### src/rtl/axis_orthogonal_merge.sv
// N-to-1 packet merger for mutually exclusive AXI-stream lanes: round-robin grant, lane locked through tlast.
// Optional overlap checker enabled by defining AXIS_ORTHO_MERGE_CHK_EN.
module axis_orthogonal_merge #(
  parameter int NUM   = 8,
  parameter int DSIZE = 32,
  parameter int IDW   = $clog2(NUM)
) (
  input  logic                 clock,
  input  logic                 rst,
  input  logic [NUM-1:0]       s_tvalid,
  output logic [NUM-1:0]       s_tready,
  input  logic [NUM*DSIZE-1:0] s_tdata,
  input  logic [NUM-1:0]       s_tlast,
  output logic                 m_tvalid,
  input  logic                 m_tready,
  output logic [DSIZE-1:0]     m_tdata,
  output logic                 m_tlast,
  output logic [IDW-1:0]       m_tuser,
  output logic                 err_overlap,
  output logic [15:0]          err_cnt
);

  typedef enum logic {IDLE = 1'b0, LOCK = 1'b1} state_t;

  state_t           state_q, state_d;
  logic [IDW-1:0]   sel_q, sel_d, ptr_q, ptr_d, pick;
  logic             m_tvalid_q, m_tvalid_d, m_tlast_q, m_tlast_d;
  logic [DSIZE-1:0] m_tdata_q, m_tdata_d;
  logic [IDW-1:0]   m_tuser_q, m_tuser_d;
  logic             lane_rdy, accept;

  // Walk downward so the lowest offset from ptr wins the final assignment.
  always_comb begin
    pick = '0;
    for (int i = NUM - 1; i >= 0; i--) begin
      if (s_tvalid[(int'(ptr_q) + i) % NUM]) pick = IDW'((int'(ptr_q) + i) % NUM);
    end
  end

  assign lane_rdy = ~m_tvalid_q | m_tready;
  assign accept   = (state_q == LOCK) & s_tvalid[sel_q] & lane_rdy;

  always_comb begin
    state_d    = state_q;
    sel_d      = sel_q;
    ptr_d      = ptr_q;
    m_tvalid_d = m_tvalid_q;
    m_tdata_d  = m_tdata_q;
    m_tlast_d  = m_tlast_q;
    m_tuser_d  = m_tuser_q;
    s_tready   = '0;
    case (state_q)
      IDLE: begin
        if (|s_tvalid) begin
          sel_d   = pick;
          state_d = LOCK;
        end
      end
      LOCK: begin
        s_tready[sel_q] = lane_rdy;
        if (accept && s_tlast[sel_q]) begin
          state_d = IDLE;
          ptr_d   = (sel_q == IDW'(NUM - 1)) ? '0 : sel_q + 1'b1;
        end
      end
      default: state_d = IDLE;
    endcase
    // A load wins over a drain so back-to-back beats keep valid high.
    if (accept) begin
      m_tvalid_d = 1'b1;
      m_tdata_d  = s_tdata[sel_q*DSIZE +: DSIZE];
      m_tlast_d  = s_tlast[sel_q];
      m_tuser_d  = sel_q;
    end else if (m_tready) begin
      m_tvalid_d = 1'b0;
    end
  end

  always_ff @(posedge clock) begin
    if (rst) begin
      state_q    <= IDLE;
      sel_q      <= '0;
      ptr_q      <= '0;
      m_tvalid_q <= 1'b0;
      m_tdata_q  <= '0;
      m_tlast_q  <= 1'b0;
      m_tuser_q  <= '0;
    end else begin
      state_q    <= state_d;
      sel_q      <= sel_d;
      ptr_q      <= ptr_d;
      m_tvalid_q <= m_tvalid_d;
      m_tdata_q  <= m_tdata_d;
      m_tlast_q  <= m_tlast_d;
      m_tuser_q  <= m_tuser_d;
    end
  end

  assign m_tvalid = m_tvalid_q;
  assign m_tdata  = m_tdata_q;
  assign m_tlast  = m_tlast_q;
  assign m_tuser  = m_tuser_q;

`ifdef AXIS_ORTHO_MERGE_CHK_EN
  logic        overlap;
  logic        err_overlap_q, err_overlap_d;
  logic [15:0] err_cnt_q, err_cnt_d;

  always_comb begin
    overlap       = $countones(s_tvalid) > 1;
    err_overlap_d = err_overlap_q | overlap;
    err_cnt_d     = err_cnt_q;
    if (overlap && err_cnt_q != 16'hFFFF) err_cnt_d = err_cnt_q + 16'd1;
  end

  always_ff @(posedge clock) begin
    if (rst) begin
      err_overlap_q <= 1'b0;
      err_cnt_q     <= '0;
    end else begin
      err_overlap_q <= err_overlap_d;
      err_cnt_q     <= err_cnt_d;
    end
  end

  assign err_overlap = err_overlap_q;
  assign err_cnt     = err_cnt_q;
`else
  assign err_overlap = 1'b0;
  assign err_cnt     = '0;
`endif

endmodule

### config.mk
export PLATFORM = sky130hd
export DESIGN_NAME = axis_orthogonal_merge
export DESIGN_NICKNAME = d
export VERILOG_FILES = /design/src/rtl/axis_orthogonal_merge.sv
export SDC_FILE = /design/constraint.sdc
export NUM_CORES = 1
export LEC_CHECK = 0
export CORE_AREA = 2 2 132 134
export DETAILED_ROUTE_END_ITERATION = 12
export DIE_AREA = 0 0 134 136
export GPL_TIMING_DRIVEN = 0
export PLACE_DENSITY = 0.72
export SLEW_MARGIN = 20
export SYNTH_ARGS = -nofsm -noshare
export SYNTH_HDL_FRONTEND = slang
export SYNTH_SLANG_ARGS = --single-unit
### constraint.sdc
create_clock -name clock -period 5 [get_ports clock]
set_clock_uncertainty 0.1 [all_clocks]
set_input_delay 1.5 -clock clock [delete_from_list [all_inputs] [get_ports clock]]
set_output_delay 1.5 -clock clock [all_outputs]
set_load 0.03 [all_outputs]
======== Yosys cells after proc, flatten, opt, wreduce, memory -nomap -nowiden ========
Cells that the tools add are included.
Widths: inputs -> output; s select.
operators by class
  $add $sub $neg .......................... 8
  magnitude comparators ................... 10
  equality and inequality tests ........... 1
  shift-type cells ........................ 1
  mux-type cells .......................... 44
  bitwise operators ....................... 13
  reductions and logical operators ........ 13
operators by type and width
  cell                 count
  $shiftx 256x9->32    1
  $lt 4x5->1 const B   7
  $bmux 1 s3           10
  $mux 3               9
  $mux 1               22
  $reduce_or 3->1      7
  $add 3x3->3 const B  4
  $and 8x8->8          1
  $lt 3x4->1 const B   2
  $mux 8               1
  $reduce_or 8->1      1
  $and 1x1->1 const A  7
  $add 3x1->3 const B  2
  $add 3x2->3 const B  2
  $reduce_and 2->1     2
  $demux 1 s3          1
  $eq 3x3->1 const B   1
  $ge 3x1->1 const B   1
  $and 1x1->1          2
  $logic_and 1x1->1    2
  $not 1->1            2
  $pmux 1 s2           1
  $reduce_bool 2->1    1
  $or 1x1->1           1
word-level totals
  register bits after elaboration ......... 44
  input bits .............................. 275
  logic and storage cells ................. 97

======== Logic depth before layout (Yosys ltp) ========
Gate-level depths: netlist of the first run.
  depth after elaboration ................. 14
  gate-level depth with buffers ........... 9

======== Worst setup path before layout of the first run ========
OpenSTA, ideal clock, no wires.
  kind .................................... in2out
  start point ............................. input m_tready
  end point ............................... output s_tready[1]
  arrival ................................. 2482 ps
  path slack .............................. 918 ps
  cell stages on the path ................. 3
  cells stage by stage .................... nand2b_1 -> nand3_1 -> nor3_1
on the way
  word-level cells in the longest chain between the ends .. 3
RTL lines
  element                line  text
  from (decl)            15    input logic m_tready,
  $or 1x1->1             40    assign lane_rdy = ~m_tvalid_q | m_tready;
  $and 8x8->8 (no line)  -
  $mux 8                 52    case (state_q)
  to (decl)              11    output logic [NUM-1:0] s_tready,
Every way passes these cells.

======== Final worst setup path of the first run ========
Same ends and word-level chain as after synthesis.

==> out/qor.txt, run 1 <==
Status: complete, no violations
CP max stage cell: clkdlybuf4s50_1
FF+latch count, synth: 44
CTS tree: built
Syn_area_per_cell: 11.4 sq um
Most common cell after layout, fill and taps aside: clkdlybuf4s50_1
Fin area: 7950 sq um
Clock Path Buffers: 2
CP arrival: 3.20 ns
Switching power: 0.000637 W
Worst Path Required: 3.40 ns
Multi-input gate area in the final layout: 3170 sq um
Global route hottest layer: met2
Routed wire per std cell: 20.8 um
Max stage delay on crit path: 0.70 ns
CP Max Fanout: 5
Startpoint types: primary input
Yosys cell types: 42
Clk network pwr share: 18.1%
Worst Max-Slew Pin Slew: 0.945 ns
Post-CTS setup buffer count: 0
Pins Over Slew Limit: 0
Post-cts resize count: 0
IO Pins: 337
Core Util, Final: 47.1%
Grt ovf: 0
Remaining antenna violation count: 0
Net Sw Frac: 35.9%
Crit path kind: primary input to output pin
Vias: 4,672
Die Wd: 134 um
CTS H-Tree Depth: 2
Router iterations before antenna repair: 4
GR Util All Layers: 20.6%
Final worst slack: 0.197 ns
# DRC: 0
DR iter-0 viols: 238
Worst path top cell family by delay: buffers and inverters
CP Cell Sequence: clkdlybuf4s50_1 > nand2b_1 > nand3_1 > nor3_1 > clkdlybuf4s50_1
Grt met1 use: 25.1%
Top_reg_cell synth: dfxtp_1
Sequential area share after synthesis: 20.5%
Lkg Pwr: 2.74 nW
Site Rows: 48
Post-synth design cell area: 4290 sq um
CTS root buffer: clkbuf_16
Setup-failing EPs final: 0
VDD IR-drop max: 108 uV
EDFF count, synth: 0
Clk slew on worst S/H paths: 0.06 ns
Final WL: 19,600 um
P_int: 0.00114 W
TritonCTS Buffers: 5
CP Capture Type: output pin
Fin. Hold Viols: 0
Full die area: 18,200 sq um
Setup WS pre-CTS: 0.203 ns
RSZ-0062 raised after global routing: false
Pin count of the biggest net entering global routing: 13
Core Region: 16,900 sq um
Layout Nets: 996
Power, Total: 0.00177 W
Met3 usage: 3.39%
Reg area: 881 sq um
Sequential share of power: 23.8%
Leading cell types in the layout, fill and taps excluded: clkdlybuf4s50_1, mux4_2, nor2_1
Vias in the first global route: 4,745
Post-layout min period: 4.80 ns
Synth warn: 0
DP Area: 7810 sq um
Slew margin rel.: 37.0%
Final Wtd Congestion: 0.833
Hold buffers post-CTS: 0
Setup TNS: 0 ns
Worst hold path class: flip-flop to flip-flop
Asr flop ratio synth: 0%
Initial antenna violation count: 1
Max Fclk: 208 MHz
Clock net sink count: 44
IO buf count: 318
Flop-to-flop setup slack: 2.04 ns
Post-Syn Instances: 376
Fillers: 1,576
Part of the cycle the worst path needs: 96.1%
Max-cap violation count: 0
First-pass GRT wire length: 28,000 um
Post-DP HPWL: 16,700 um
Pwr dens: 223 nW/um^2
Most used cell, CP: clkdlybuf4s50_1
Buf/Inv on CP: 2
Initial Util: 25.4%
Vias per inst: 4.95
Clock Latency Late Sink: 0.28 ns
Layout cells sized above 1: 16.0%
Comb pwr share: 58.1%
Met2 GRT Util: 38.3%
Area growth, synth to finish: 85.4%
Die Ht: 136 um
[routing by layer]
metal | vias up | routed length, um | part of all wire (%)
met5 | - | 0 | 0
met4 | 0 | 260 | 1.3
met3 | 14 | 1210 | 6.1
met2 | 216 | 10600 | 54
met1 | 2280 | 7580 | 39
li1 | 2162 | - | -
[registers in the layout, indices dropped and copies added (netlist names)]
signal,count
m_tdata,32
m_tlast,1
m_tuser,3
m_tvalid,1
ptr_q,3
sel_q,3
state_q,1
[Yosys cell counts, types with 3 or more instances]
library cell | instances | area, sq um
a211oi_1 | 35 | 263
a21oi_1 | 9 | 45.0
a22oi_1 | 4 | 30.0
buf_1 | 4 | 15.0
buf_2 | 8 | 40.0
buf_4 | 18 | 135
clkbuf_1 | 23 | 86.3
dfxtp_1 | 44 | 881
ha_1 | 4 | 50.1
inv_1 | 5 | 18.8
mux2i_1 | 44 | 440
mux4_2 | 74 | 1670
nand2_1 | 7 | 26.3
nand2b_1 | 5 | 31.3
nand3_1 | 4 | 20.0
nor2_1 | 51 | 191
xor2_1 | 3 | 26.3
[cell type report]
cell class                      instances  share of cell area (%)
Antenna cell                            1                  0.0315
Buffer                                 53                    3.48
Clock buffer                            6                    1.62
Clock inverter                          1                  0.0630
Inverter                                5                   0.236
Multi-Input combinational cell        290                    39.9
Sequential cell                        44                    11.1
Tap cell                              225                    3.54
Timing Repair Buffer                  318                    40.0
[final timing paths]
kind                                               from                      end  cells past startpoint
worst max-delay path                           m_tready              s_tready[1]                      5
worst min-delay path            m_tdata[8]$_SDFFE_PP0P_  m_tdata[8]$_SDFFE_PP0P_                      2
worst max register to register    ptr_q[1]$_SDFFE_PP0P_    sel_q[1]$_SDFFE_PP0P_                      9
worst min register to register  m_tdata[8]$_SDFFE_PP0P_  m_tdata[8]$_SDFFE_PP0P_                      2
[worst min-delay path, cell delays in order (launching register included)]
cell	delay (ns)
dfxtp_1	0.31
nor2_1	0.09
a211oi_1	0.05
[power by group through the flow]
| stage | Combinational, W | Sequential, W | Clock (W) |
|---|---|---|---|
| after floorplan | 0.000521 | 0.000502 | 0 |
| after global placement | 0.00102 | 0.000428 | 0 |
| after detailed placement | 0.00103 | 0.000430 | 0 |
| after CTS | 0.00104 | 0.000422 | 0.000333 |
| after global routing | 0.00110 | 0.000428 | 0.000344 |
| final | 0.00103 | 0.000422 | 0.000321 |
[kinds of logic (layout without fill, tap and decap cells)]
group | Yosys count | in the layout | synth area share (%)
simple gates | 80 | 80 | 8.31
flops | 44 | 44 | 20.5
buf+inv | 58 | 383 | 6.88
compound gates | 60 | 60 | 10.2
xor+xnor | 5 | 5 | 1.02
fa+ha+maj | 4 | 4 | 1.17
other cells | 1 | 18 | 0.0874
mux | 124 | 124 | 51.8
[through the flow]
| stage | cells | hold slack, ns |
|---|---|---|
| 2_1_floorplan | 392 | 0.392 |
| 3_3_place_gp | 935 | 0.375 |
| 3_5_place_dp | 935 | 0.385 |
| 5_1_grt | 943 | 0.417 |
| 6_report | 943 | 0.397 |
| 4_1_cts | 942 | 0.400 |
(Power assumes the default switching activity.)
==> run 2, diff against run 1 <==
--- a/config.mk
+++ b/config.mk
@@ -5,11 +5,11 @@
 export SDC_FILE = /design/constraint.sdc
 export NUM_CORES = 1
 export LEC_CHECK = 0
-export CORE_AREA = 2 2 132 134
+export CORE_AREA = 2 2 130 132
 export DETAILED_ROUTE_END_ITERATION = 12
-export DIE_AREA = 0 0 134 136
+export DIE_AREA = 0 0 132 134
 export GPL_TIMING_DRIVEN = 0
-export PLACE_DENSITY = 0.72
+export PLACE_DENSITY = 0.73
 export SLEW_MARGIN = 20
 export SYNTH_ARGS = -nofsm -noshare
 export SYNTH_HDL_FRONTEND = slang
==> constraint.sdc (replaced) <==
create_clock -name clock -period 5.33 [get_ports clock]
set_clock_uncertainty 0.1 [all_clocks]
set_input_delay 1.599 -clock clock [delete_from_list [all_inputs] [get_ports clock]]
set_output_delay 1.599 -clock clock [all_outputs]
set_load 0.03 [all_outputs]
==> run 2 against run 1 <==
  * Hold slack got worse by 0.0022 ns
  * Global-route usage is 1.7 points higher
  * Sequential share of layout area hardly changed
  * Register-to-register slack better by 0.25 ns
  * Routed wire length rose by 2.9%
  * Critical path depth unchanged
  * Critical path type unchanged
  * Largest power group unchanged
==> out/qor.txt, run 2 (synthesized netlist as in run 1, its figures left out) <==
Status: complete, no violations
Pwr dens: 210 nW/um^2
CP Capture Type: output pin
Post-DP HPWL: 17,300 um
Crit path kind: primary input to output pin
Routed wire per std cell: 21.5 um
Remaining antenna violation count: 0
Max-cap violation count: 0
Part of the cycle the worst path needs: 94.6%
Die Wd: 132 um
VDD IR-drop max: 135 uV
Reg2Reg Depth: 9
Buf/Inv on CP: 2
Setup-failing EPs final: 0
Clock net sink count: 44
Worst hold path depth: 2
Worst Max-Slew Pin Slew: 0.875 ns
Site Rows: 47
Power, Total: 0.00167 W
Worst path top cell family by delay: buffers and inverters
Max stage delay on crit path: 0.70 ns
Max Fclk: 198 MHz
Hold buffers post-CTS: 0
Routed wl met2: 9740 um
Highest Signal Layer: met5
Full die area: 17,700 sq um
Most common cell after layout, fill and taps aside: clkdlybuf4s50_1
Pins Over Slew Limit: 0
Post-cts resize count: 0
IO Pins: 337
Clock Latency Late Sink: 0.29 ns
Post-layout min period: 5.04 ns
DR iter-0 viols: 171
CP Cell Sequence: clkdlybuf4s50_1 > nand2b_1 > nand3_1 > nor3_1 > clkdlybuf4s50_1
Core Region: 16,300 sq um
IO buf count: 318
Post-CTS setup buffer count: 0
Startpoint types: primary input
TritonCTS Buffers: 5
Die Ht: 134 um
CTS tree: built
Final Wtd Congestion: 0.872
Non-filler cells, final: 939
CTS H-Tree Depth: 2
Vias in the first global route: 4,802
CP Max Fanout: 5
Initial antenna violation count: 4
RSZ-0062 raised after global routing: false
Layout cells sized above 1: 16.3%
Router iterations before antenna repair: 6
Layout Nets: 996
Final WL: 20,200 um
# DRC: 0
Lkg Pwr: 2.75 nW
Fin area: 7960 sq um
CTS root buffer: clkbuf_16
Max FFs per register: 32
Pin count of the biggest net entering global routing: 14
Flop-to-flop setup slack: 2.29 ns
WL met3: 1770 um
Clk slew on worst S/H paths: 0.06 ns
GR Util All Layers: 22.2%
Setup TNS: 0 ns
Post-Place Cells: 930
Fin. Hold Viols: 0
CP max stage cell: clkdlybuf4s50_1
Initial Util: 26.3%
Vias per inst: 5.09
Grt ovf: 0
CP Depth: 5
DP Area: 7810 sq um
Vias: 4,781
First-pass GRT wire length: 29,200 um
Slew margin rel.: 41.7%
Worst hold path class: flip-flop to flip-flop
M1 WL: 8320 um
CP arrival: 3.34 ns
Worst Path Required: 3.63 ns
Area growth, synth to finish: 85.6%
Clock Path Buffers: 2
Leading cell types in the layout, fill and taps excluded: clkdlybuf4s50_1, mux4_2, nor2_1
Most used cell, CP: clkdlybuf4s50_1
==> run 2: cell types whose count changed in the layout (fill, tap and decap cells not counted) <==
cell and delta:
clkbuf_8 +1, clkbuf_1 -1, clkinv_2 +1
==> run 2: final timing paths <==
check                          startpoint                 endpoint
setup / recovery                 m_tready              s_tready[1]
hold / removal    m_tuser[2]$_SDFFE_PP0P_  m_tuser[2]$_SDFFE_PP0P_
setup reg to reg    ptr_q[0]$_SDFFE_PP0P_    sel_q[1]$_SDFFE_PP0P_
hold reg to reg   m_tuser[2]$_SDFFE_PP0P_  m_tuser[2]$_SDFFE_PP0P_
==> run 2: area by class of cell <==
cell class              count  area, sq um
diodes                      1         2.50
clock inverters             2         10.0
fillers                  1504         8330
multi-input cells         290         3170
plain buffers              53          277
repair buffers            318         3180
clock buffers               6          139
flip-flops and latches     44          881
well taps                 220          275
inverters                   5         18.8
==> run 2: report_power, final <==
group	total, W	switching (W)	internal [W]
combinational	0.000955	0.000431	0.000524
clock	0.000321	0.000136	0.000185
sequential	0.000397	0.0000265	0.000371
total	0.00167	0.000594	0.00108
==> run 2: routing by layer <==
metal,vias up,GRT usage [%]
li1,2158,-
met1,2343,29.2
met2,243,36.1
met3,31,6.99
met4,6,4.77
met5,-,0
==> run 2: tightest hold or removal path, cell delays in order (launching register included) <==
cell	delay (ns)
dfxtp_1	0.33
mux2i_1	0.07
nor2_1	0.07
==> run 2: stage by stage <==
step	worst slack, ns	hold WS, ns	util [%]
floorplan	1.05	0.392	-
global placement	0.325	0.374	47.9
detailed placement	0.278	0.390	47.9
CTS	0.273	0.399	48.8
global route	0.134	0.424	48.8
finish	0.288	0.395	48.9
==> run 3, diff against run 2 <==
--- a/config.mk
+++ b/config.mk
@@ -5,11 +5,13 @@
 export SDC_FILE = /design/constraint.sdc
 export NUM_CORES = 1
 export LEC_CHECK = 0
+export ABC_AREA = 1
+export CAP_MARGIN = 20
 export CORE_AREA = 2 2 130 132
 export DETAILED_ROUTE_END_ITERATION = 12
 export DIE_AREA = 0 0 132 134
 export GPL_TIMING_DRIVEN = 0
-export PLACE_DENSITY = 0.73
+export PLACE_DENSITY = 0.74
 export SLEW_MARGIN = 20
 export SYNTH_ARGS = -nofsm -noshare
 export SYNTH_HDL_FRONTEND = slang
==> run 3 against run 2 <==
  * Setup slack got worse by 0.045 ns
  * Clock power rose by 11%
  * Via count rose by 41%
  * Sequential power rose by 13%
  * Design area rose by 1.8%
  * Sequential share of layout area fell by 0.19 points
  * Cell count rose by 47%
  * Critical path depth rose by 1
  * Die area did not move
  * Critical path type unchanged
  * Critical endpoint is now s_tready[5]
  * Largest power group unchanged
  * Highest routed layer unchanged
==> out/qor.txt, run 3 <==
Status: complete, no violations
VDD IR-drop max: 147 uV
FF+latch count, synth: 44
Post-CTS setup buffer count: 0
Post-layout min period: 5.09 ns
CP arrival: 3.39 ns
Top cells by count, synth: nor2_1, o21ai_0, nand2_1, a21oi_1, dfxtp_1
Post-Syn Instances: 810
# DRC: 0
Part of the cycle the worst path needs: 95.4%
CTS root buffer: clkbuf_16
Area growth, synth to finish: 84.4%
CTS tree: built
EDFF count, synth: 0
DR iter-0 viols: 425
Most common cell in the netlist: nor2_1
Reg2Reg Depth: 17
Fin. Hold Viols: 0
Post-cts resize count: 0
Post-DP HPWL: 20,600 um
Site Rows: 47
Clk slew on worst S/H paths: 0.06 ns
Remaining antenna violation count: 0
TritonCTS Buffers: 5
Core Util, Final: 49.7%
Final Wtd Congestion: 0.972
GR Util All Layers: 27.1%
Pin count of the biggest net entering global routing: 15
Full die area: 17,700 sq um
Asr flop ratio synth: 0%
Fillers: 1,718
RSZ-0062 raised after global routing: false
Router iterations before antenna repair: 5
Synth area leader: nor2_1
Setup TNS: 0 ns
Top_reg_cell synth: dfxtp_1
Startpoint types: primary input
Layout cells sized above 1: 4.42%
Synth warn: 0
Worst hold path depth: 2
First-pass GRT wire length: 36,800 um
Die Wd: 132 um
Routed wire per std cell: 18.3 um
Yosys cell types: 28
Pins Over Slew Limit: 0
CP Max Fanout: 4
Setup-failing EPs final: 0
Post-synth design cell area: 4390 sq um
Most common cell after layout, fill and taps aside: clkdlybuf4s50_1
Max FFs per register: 32
Vias: 6,762
Initial Util: 27.0%
Clock net sink count: 44
Worst Path Required: 3.63 ns
Worst hold path class: flip-flop to flip-flop
Final WL: 25,200 um
IO buf count: 319
Core Region: 16,300 sq um
Slew margin rel.: 48.1%
IO Pins: 337
Worst Max-Slew Pin Slew: 0.771 ns
CTS H-Tree Depth: 2
CP Capture Type: output pin
Vias per inst: 4.91
Max-cap violation count: 0
Pwr dens: 324 nW/um^2
Clock Path Buffers: 2
Max Fclk: 197 MHz
Vias in the first global route: 6,561
Grt ovf: 0
Yosys top cell area share: 21.4%
Lkg Pwr: 3.19 nW
Crit path kind: primary input to output pin
Layout Nets: 1,431
Clock Latency Late Sink: 0.29 ns
Hold buffers post-CTS: 0
Initial antenna violation count: 5
Syn_area_per_cell: 5.42 sq um
Synth area leaders: nor2_1, dfxtp_1, o21ai_0
Die Ht: 134 um
Sequential area share after synthesis: 20.1%
Leading cell types in the layout, fill and taps excluded: clkdlybuf4s50_1, nor2_1, o21ai_0
==> run 3: cell types whose count changed after synthesis, sizes merged, moves of 32 or more <==
cell,change
nor2,+200
o21ai,+136
nand2,+126
mux4,-76
mux2i,-45
a21oi,+40
a211oi,-35
nand3,+34
o2111ai,+32
==> run 3: path summary, 6_finish.rpt <==
check,slack [ns],to,start
setup / recovery,0.24,s_tready[5],m_tready
hold / removal,0.36,m_tdata[0]$_SDFFE_PP0P_,m_tdata[0]$_SDFFE_PP0P_
setup reg to reg,2.32,sel_q[0]$_SDFFE_PP0P_,ptr_q[1]$_SDFFE_PP0P_
hold reg to reg,0.36,m_tdata[0]$_SDFFE_PP0P_,m_tdata[0]$_SDFFE_PP0P_
==> run 3: worst max-delay path, cell delays in order <==
cell             delay [ns]
clkdlybuf4s50_1        0.46
nor2_1                 0.05
nor2_1                 0.24
nand2_1                0.19
nor2_1                 0.15
clkdlybuf4s50_1        0.70
==> run 3: area by class of cell <==
type	count	area (sq um)	share of cell area (%)
diodes	4	10.0	0.124
multi-input cells	678	3080	38.0
repair buffers	319	3190	39.4
clock inverters	3	42.5	0.525
flip-flops and latches	44	881	10.9
well taps	220	275	3.40
clock buffers	5	125	1.54
inverters	31	116	1.44
plain buffers	73	377	4.65
==> run 3: through the flow <==
stage | hold WS, ns | power, W | setup slack (ns) | area [sq um] | instances
after global placement | 0.351 | 0.00226 | 0.294 | 7920 | 1365
final | 0.364 | 0.00263 | 0.243 | 8100 | 1377
after floorplan | 0.341 | 0.00153 | 1.29 | 4450 | 826
after CTS | 0.366 | 0.00263 | 0.257 | 8090 | 1373
after global routing | 0.382 | 0.00283 | 0.195 | 8100 | 1376
after detailed placement | 0.357 | 0.00227 | 0.260 | 7920 | 1365
==> run 3: logic make-up (layout without fill, tap and decap cells) <==
kind of cell             count (synthesis)  count (layout)  share of synthesized area (%)
buffers and inverters                  104             431                           11.2
other                                    1              21                         0.0854
XOR/XNOR                                 2               2                          0.399
AO/OA/AOI/OAI                          229             229                           29.2
adder cells (fa/ha/maj)                  4               4                           1.14
flip-flops                              44              44                           20.1
AND/OR/NAND/NOR                        426             426                           37.9
==> run 3: routing by layer <==
layer	wire length, um	vias up	GRT usage [%]
met4	902	2	9.72
met3	1960	58	5.90
met5	11	-	0
li1	-	3349	-
met1	10200	3027	32.8
met2	12100	326	47.5
==> run 3: where the power goes <==
part / total, W / internal (W) / leakage, nW / switching, W
clock network: 0.000355 / 0.000220 / 0.0798 / 0.000135
logic: 0.00182 / 0.000695 / 2.75 / 0.00113
registers: 0.000447 / 0.000400 / 0.359 / 0.0000464
